`config.mk`:
```
export PLATFORM = sky130hd
export DESIGN_NAME = fetch_stage_flat
export DESIGN_NICKNAME = d
export VERILOG_FILES = /design/src/rtl/fetch_stage_pkg.sv /design/src/rtl/fetch_stage_if.sv /design/src/rtl/if_id_reg.sv /design/src/rtl/fetch_stage.sv /design/src/flat_wrapper.sv
export SDC_FILE = /design/constraint.sdc
export NUM_CORES = 1
export LEC_CHECK = 0
export ABC_AREA = 1
export BUFFER_PORTS_ARGS = -buffer_cell sky130_fd_sc_hd__buf_2
export CORE_ASPECT_RATIO = 2
export CORE_MARGIN = 5
export CORE_UTILIZATION = 45
export CTS_CLUSTER_SIZE = 28
export DETAILED_ROUTE_END_ITERATION = 10
export PLACE_DENSITY = 0.77
export SLEW_MARGIN = 20
export SYNTH_ARGS = -nofsm -noshare
export SYNTH_HDL_FRONTEND = slang
export SYNTH_SLANG_ARGS = --single-unit
```
`constraint.sdc`:
```
create_clock -name clock -period 8.6 [get_ports clock]
set_clock_uncertainty 0.2 [all_clocks]
set_input_delay 2.58 -clock clock [delete_from_list [all_inputs] [get_ports clock]]
set_output_delay 2.58 -clock clock [all_outputs]
set_load 0.05 [all_outputs]
```
`src/rtl/fetch_stage_pkg.sv`:
```
// Shared definitions for the instruction-fetch stage: FSM states, PC step, NOP word and
// decoder bit-slice positions.
package fetch_stage_pkg;

    typedef enum logic [1:0] {
        StWait,
        StDrop,
        StBuf
    } fetch_state_e;

    localparam logic [31:0] PC_INC    = 32'd4;
    localparam logic [31:0] NOP_INSTR = 32'h0000_0000;

    localparam int unsigned OP_MSB = 31;
    localparam int unsigned OP_LSB = 26;
    localparam int unsigned FN_MSB = 5;
    localparam int unsigned FN_LSB = 0;

    function automatic logic [31:0] word_align(input logic [31:0] addr);
        return addr & ~32'h0000_0003;
    endfunction

endpackage

```
`src/rtl/fetch_stage_if.sv`:
```
// Instruction-memory request/ack bus between the fetch stage (master) and memory (slave).
interface fetch_stage_if;

    logic        imem_req;
    logic [31:0] imem_addr;
    logic        imem_ack;
    logic [31:0] imem_rdata;

    modport master (
        output imem_req,
        output imem_addr,
        input  imem_ack,
        input  imem_rdata
    );

    modport slave (
        input  imem_req,
        input  imem_addr,
        output imem_ack,
        output imem_rdata
    );

endinterface

```
`src/rtl/if_id_reg.sv`:
```
// IF/ID pipeline register: flush clears valid, hold freezes everything, otherwise the
// register either loads a new instruction or takes a bubble.
module if_id_reg
    import fetch_stage_pkg::*;
(
    input  logic        clock,
    input  logic        reset,
    input  logic        load,
    input  logic        hold,
    input  logic        flush,
    input  logic [31:0] d_instr,
    input  logic [31:0] d_pc,
    output logic        valid,
    output logic [31:0] instr,
    output logic [31:0] pc
);

    // Instruction and PC survive a flush or bubble; only valid drops.
    always_ff @(posedge clock or posedge reset) begin
        if (reset) begin
            valid <= 1'b0;
            instr <= NOP_INSTR;
            pc    <= '0;
        end else if (flush) begin
            valid <= 1'b0;
        end else if (!hold) begin
            valid <= load;
            if (load) begin
                instr <= d_instr;
                pc    <= d_pc;
            end
        end
    end

endmodule

```
`src/rtl/fetch_stage.sv`:
```
// Instruction-fetch stage: owns the PC, drives the imem request bus, absorbs stalls in a
// one-entry skid buffer and applies branch/jump redirects ahead of the IF/ID register.
module fetch_stage
    import fetch_stage_pkg::*;
#(
    parameter logic [31:0] RESET_PC = 32'h0000_0000
) (
    input  logic                 clock,
    input  logic                 reset,
    input  logic                 stall,
    input  logic                 redirect_valid,
    input  logic [31:0]          redirect_pc,
    fetch_stage_if.master        imem,
    output logic                 if_valid,
    output logic [31:0]          if_instr,
    output logic [31:0]          if_pc,
    output logic [31:0]          if_pc4,
    output logic [5:0]           op,
    output logic [5:0]           fn
);

    fetch_state_e state_q;
    logic [31:0]  pc_q;
    logic [31:0]  drop_addr_q;
    logic [31:0]  skid_instr_q;
    logic [31:0]  skid_pc_q;
    logic [31:0]  target;
    logic         load;
    logic [31:0]  load_instr;
    logic [31:0]  load_pc;

    assign target        = word_align(redirect_pc);
    assign imem.imem_req  = (state_q != StBuf);
    assign imem.imem_addr = (state_q == StDrop) ? drop_addr_q : pc_q;

    always_ff @(posedge clock or posedge reset) begin
        if (reset) begin
            state_q      <= StWait;
            pc_q         <= RESET_PC;
            drop_addr_q  <= RESET_PC;
            skid_instr_q <= NOP_INSTR;
            skid_pc_q    <= '0;
        end else begin
            unique case (state_q)
                StWait: begin
                    if (redirect_valid) begin
                        pc_q <= target;
                        // Keep the address stable for the in-flight request we now ignore.
                        if (!imem.imem_ack) begin
                            drop_addr_q <= pc_q;
                            state_q     <= StDrop;
                        end
                    end else if (imem.imem_ack) begin
                        pc_q <= pc_q + PC_INC;
                        if (stall) begin
                            skid_instr_q <= imem.imem_rdata;
                            skid_pc_q    <= pc_q;
                            state_q      <= StBuf;
                        end
                    end
                end
                StBuf: begin
                    if (redirect_valid) begin
                        pc_q    <= target;
                        state_q <= StWait;
                    end else if (!stall) begin
                        state_q <= StWait;
                    end
                end
                StDrop: begin
                    if (redirect_valid) pc_q <= target;
                    if (imem.imem_ack) state_q <= StWait;
                end
                default: state_q <= StWait;
            endcase
        end
    end

    always_comb begin
        load       = 1'b0;
        load_instr = imem.imem_rdata;
        load_pc    = pc_q;
        unique case (state_q)
            StWait: load = imem.imem_ack && !redirect_valid;
            StBuf: begin
                load       = !redirect_valid;
                load_instr = skid_instr_q;
                load_pc    = skid_pc_q;
            end
            default: load = 1'b0;
        endcase
    end

    if_id_reg u_if_id_reg (
        .clock   (clock),
        .reset   (reset),
        .load    (load),
        .hold    (stall),
        .flush   (redirect_valid),
        .d_instr (load_instr),
        .d_pc    (load_pc),
        .valid   (if_valid),
        .instr   (if_instr),
        .pc      (if_pc)
    );

    assign if_pc4 = if_pc + PC_INC;
    // Zeroed slices make the decoder emit a NOP for a bubble.
    assign op = if_valid ? if_instr[OP_MSB:OP_LSB] : '0;
    assign fn = if_valid ? if_instr[FN_MSB:FN_LSB] : '0;

endmodule

```
`src/flat_wrapper.sv`:
```
// flat-port wrapper written by rule: the top's interface ports become plain ports
module fetch_stage_flat import fetch_stage_pkg::*;
#(
    parameter logic [31:0] RESET_PC = 32'h0000_0000
)
  (clock, reset, stall, redirect_valid, redirect_pc, if_valid, if_instr, if_pc, if_pc4, op, fn, imem_imem_req, imem_imem_addr, imem_imem_ack, imem_imem_rdata);
  fetch_stage_if imem_i ();
  input  logic clock;
  input  logic reset;
  input  logic stall;
  input  logic redirect_valid;
  input  logic [31:0] redirect_pc;
  output logic if_valid;
  output logic [31:0] if_instr;
  output logic [31:0] if_pc;
  output logic [31:0] if_pc4;
  output logic [5:0] op;
  output logic [5:0] fn;
  output wire logic [$bits(imem_i.imem_req)-1:0] imem_imem_req;
  output wire logic [$bits(imem_i.imem_addr)-1:0] imem_imem_addr;
  input wire logic [$bits(imem_i.imem_ack)-1:0] imem_imem_ack;
  input wire logic [$bits(imem_i.imem_rdata)-1:0] imem_imem_rdata;
  assign imem_imem_req = imem_i.imem_req;
  assign imem_imem_addr = imem_i.imem_addr;
  assign imem_i.imem_ack = imem_imem_ack;
  assign imem_i.imem_rdata = imem_imem_rdata;
  fetch_stage #(.RESET_PC(RESET_PC)) u_core (.clock(clock), .reset(reset), .stall(stall), .redirect_valid(redirect_valid), .redirect_pc(redirect_pc), .imem(imem_i), .if_valid(if_valid), .if_instr(if_instr), .if_pc(if_pc), .if_pc4(if_pc4), .op(op), .fn(fn));
endmodule
```
# Word level (Yosys, flattened, before mapping)
# Index checks and enable logic that the tools add are counted.
[classes]
n_eq_ne = 10
mux = 20
bitwise = 3
n_addsub = 2
n_reduce_logical = 10
[ops]
columns = ["operator", "count"]
rows = [
  ["32-bit 2-to-1 mux", 6],
  ["32-bit by 3-bit adder with 32-bit output, second input constant", 2],
  ["32-bit one-hot mux with 2 select lines", 1],
  ["2-bit 2-to-1 mux", 7],
  ["6-bit 2-to-1 mux", 2],
  ["3-bit inequality test, second input constant", 4],
  ["3-bit AND reduction", 3],
  ["2-bit one-hot mux with 3 select lines", 1],
  ["5-bit AND reduction", 1],
  ["2-bit by 1-bit inequality test with 1-bit output, second input constant", 2],
  ["2-bit inequality test, second input constant", 2],
  ["4-bit AND reduction", 1],
  ["1-bit NOT", 3],
  ["2-bit by 1-bit == test with 1-bit output, second input constant", 1],
  ["2-bit == test, second input constant", 1],
  ["2-bit logical NOT", 1],
  ["1-bit 2-to-1 mux", 2],
  ["1-bit one-hot mux with 2 select lines", 1],
  ["2-bit nonzero test", 1],
  ["2-bit OR reduction", 1],
  ["1-bit logical AND", 1],
  ["1-bit logical NOT", 1],
]
[totals]
inputBits = 69
register_bits = 195

# Longest topological paths before layout
[depth]
ltp_word = 5
depth_mapped = 10
depth_no_buf = 10

# Modules after synthesis
# Synthesis repeated with hierarchy kept, for this count alone.
[unflattened]
cells_unflattened = 1424
hier_area_um2 = 10375.0
[by_module_without_submodules]
columns = ["mod", "area_per_inst_um2", "n_inst", "cells_per_inst", "seq_area_each_um2"]
rows = [
  ["fetch_stage", 7743.7, 1, 1141, 3103.0],
  ["if_id_reg", 2631.3, 1, 283, 1626.6],
]

# Worst setup path after synthesis
# Ideal clock, no wire load.
[synth_path]
kind = "register to output"
start = "register u_core.u_if_id_reg.pc[3]"
end = "output if_pc4[20]"
required_ns = 5.820
t_arrival_ns = 2.407
path_slack_ns = 3.413
stages_incl_launch_ff = 9
path_cell_list = "dfrtp_1 > ha_1 > nand3_1 > nor2_1 > nand2_1 > inv_1 > nand3_1 > nor2_1 > xor2_1"
[synth_via]
elab_chain_cells = 1
[synth_lines]
columns = ["item", "line_no", "text"]
rows = [
  ["from (decl)", "if_id_reg.sv:15", "output logic [31:0] pc"],
  ["from (signal assigned)", "if_id_reg.sv:30", "pc <= d_pc;"],
  ["32-bit by 3-bit adder with 32-bit output", "fetch_stage.sv:107", "assign if_pc4 = if_pc + PC_INC;"],
  ["to (decl)", "flat_wrapper.sv:16", "output logic [31:0] if_pc4;"],
]
# No other way between the ends.

# Final worst setup path
[layout_path]
start = "register u_core.state_q[1]"
end = "output imem_imem_addr[12]"
[layout_via]
elab_chain_cells = 2
[layout_lines]
columns = ["item", "line_no", "text"]
rows = [
  ["from (decl)", "fetch_stage.sv:22", "fetch_state_e state_q;"],
  ["from (signal assigned)", "fetch_stage.sv:38", "state_q <= StWait;"],
  ["from (signal assigned)", "fetch_stage.sv:51", "state_q <= StDrop;"],
  ["from (signal assigned)", "fetch_stage.sv:58", "state_q <= StBuf;"],
  ["2-bit by 1-bit == test with 1-bit output", "fetch_stage.sv:34", "assign imem.imem_addr = (state_q == StDrop) ? drop_addr_q : pc_q;"],
  ["32-bit 2-to-1 mux", "fetch_stage.sv:34", ""],
  ["to (decl)", "flat_wrapper.sv:20", "output wire logic [$bits(imem_i.imem_addr)-1:0] imem_imem_addr;"],
]
# No other way between the ends.

==> impl_metrics.yaml <==
setup_path:
  slowest_stage: "ha_2"
  crit_buf_inv: 2
  worst_ep_required_time_ns: 5.82
  cp_max_fo: 61
  path_delay_family: "adder cells"
  cp-startpoint: "u_core.state_q[1]"
  worstPathArrival_ns: 2.50
  worstReg2RegStart: "u_core.state_q[0]"
  slowest_delay_ns: 0.84
  critPathKind: "reg2out"
  cp-end-kind: "output port"
  crit_chain: "inv_1 > ha_2 > o21ai_0 > buf_2"
  start_kind: "flop"
placed_design:
  place.gp.congestion: 0.940
  io_buffer_count: 202
  dp.final_hpwl_mm: 20.4
clock_tree:
  htreeDepth: 4
  cts_buffers: 17
  clk_latency_ns: 0.44
  cts_sinks: 187
  clockRootBuffer: "clkbuf_16"
  cts_buffer_depth: 2
  clk_pin_slew_ns: 0.07
  post_cts_resized: 0
  cts_tree: "done"
  holdBufCountCts: 0
  postCtsSetupRepairBufs: 0
global_route:
  grt_max_degree: 93
  overflow: 0
  antenna_found_initial: 0
  grt_pass1_wl_mm: 44.0
  grt_usage_pct: 22.3
  grt_pass1_vias: 8668
sta:
  slew_headroom_pct: 29.4
  slew_violations: 0
  min_period_ns: 5.28
  max_freq_mhz: 190
  hold_viol_final: 0
  rsz0062_at_grt: "false"
  finalCritPeriodShare_pct: 61.3
  worst_slew_pin_slew_ns: 1.06
  setup_viol: 0
  fin_tns_setup_ns: 0
min_path:
  holdCritPathClass: "reg2reg"
  worstHoldStart: "u_core.skid_pc_q[21]"
detailed_routing:
  drt-pass1-iter-count: 5
  viasPerCell: 5.19
  routed_wl_mm: 27.8
  initialDrtViolationCount: 559
  route.detailed.drc: 0
  vias: 8907
  ant_nets: 0
  routedWlPerCell_um: 16.2
die:
  rows: 76
  coreArea_sq_um: 21600
  io_pins: 211
  die_area_sq_um: 25100
  die_h_um: 219
  die_w_um: 115
  start_util_pct: 45.6
yosys:
  yosys_warnings: 0
  yosysSeqAreaShare_pct: 47.5
  synth.ff_latch_count: 187
  synthDistinctLibCells: 33
  syn-instance-count: 1264
  syn-cell-area_sq_um: 9840
  syn_area_per_cell_sq_um: 7.79
finish:
  syn2layout_area_growth_pct: 17.5
  final_nets: 1503
  nFillCells: 2032
  num_antenna_cells: 0
  drive_gt1_share_pct: 20.9
outcome:
  status: "finished clean"
job:
  maxCapViolCount: 0
==> stage by stage <==
stage                     utilization [%]  worst slack (ns)  instances  instance area, sq um  hold WS, ns
after detailed placement             50.7              3.57       1683                 10900        0.273
after floorplan                         -             0.735       1269                  9860        0.248
final                                53.6              3.32       1715                 11600        0.286
after global placement               50.7              3.60       1683                 10900        0.264
after global routing                 53.6              3.10       1715                 11600        0.309
after CTS                            53.6              3.28       1715                 11600        0.290
==> state kept, by name, indices dropped and copies added (netlist names) <==
| signal | cells |
|---|---|
| u_core.u_if_id_reg.valid | 1 |
| u_core.u_if_id_reg.instr | 32 |
| u_core.skid_pc_q | 30 |
| u_core.state_q | 2 |
| u_core.pc_q | 30 |
| u_core.u_if_id_reg.pc | 30 |
| u_core.skid_instr_q | 32 |
| u_core.drop_addr_q | 30 |
==> cell usage after synthesis (all sizes together) <==
library cell  instances  share of area (%)
ha                    5               0.64
nor2                144                5.6
buf                  36                2.4
or2                   2               0.13
mux2                 32                3.7
nand4                 4               0.25
conb                  1              0.038
o21ai               148                7.6
nor3                 19               0.97
nor4                  1              0.064
clkbuf               33                1.3
a31oi                38                3.1
a22oi                 3               0.23
o22ai                 5               0.32
inv                 103                3.9
nand3                48                2.5
dfrtp               187                 48
o211ai               25                1.9
a21oi                 2               0.10
nand2               399                 15
xor2                 27                2.4
and3                  1              0.064
and2                  1              0.064
==> cell families after synthesis <==
family          after synthesis  synth area share (%)
compound gates              221                  13.2
xor+xnor                     27                  2.40
buf+inv                     172                  7.63
fa+ha+maj                     5                 0.635
simple gates                619                  24.9
other cells                   1                0.0381
flops                       187                  47.5
mux                          32                  3.66
==> routing by layer <==
layer,vias to the layer above,part of all wire [%],track usage (%)
met1,4117,37,25.0
met4,0,4.7,11.7
met3,76,5.2,3.20
met2,306,53,40.2
li1,4408,-,-
met5,-,0,0
==> cell type report <==
cell class                 count  area, sq um  share of cell area (%)
timing repair buffer         210         1070                    9.26
sequential                   187         4680                    40.4
multi-input combinational    910         4450                    38.5
tap                          273          342                    2.95
inverter                     103          393                    3.40
clock buffer                  20          447                    3.86
clock inverter                12          184                    1.59
==> placed cells by master, fill, tap and decap left out, types with 8 or more instances in the layout <==
| cell type | n |
|---|---|
| clkbuf_16 | 17 |
| a31oi_1 | 28 |
| nand2_1 | 397 |
| nor2_1 | 138 |
| mux2_2 | 32 |
| a31oi_2 | 10 |
| o211ai_1 | 25 |
| nand3_1 | 46 |
| o21ai_0 | 143 |
| dfrtp_1 | 187 |
| inv_1 | 98 |
| buf_2 | 202 |
| nor3_1 | 19 |
| xor2_1 | 27 |
| buf_4 | 8 |
==> worst min-delay path, delay by kind of cell (launching register included) <==
family,cells,cell delay [ns]
flip-flops,1,0.35
AO/OA/AOI/OAI,1,0.06
AND/OR/NAND/NOR,1,0.05
==> path summary, 6_finish.rpt <==
path                       depth (start not counted)                        to  slack (ns)
setup / recovery                                   4        imem_imem_addr[12]        3.32
hold / removal                                     2      u_core.skid_pc_q[21]        0.29
setup reg to reg                                  10  u_core.u_if_id_reg.pc[9]        5.17
hold reg to reg                                    2      u_core.skid_pc_q[21]        0.29
max in group asynchronous                          3    u_core.skid_instr_q[0]        4.81
min in group asynchronous                          2  u_core.u_if_id_reg.pc[4]        2.04
Power is not shown: default switching activity piles up to over one toggle a cycle in this logic, so the estimate is an artifact.
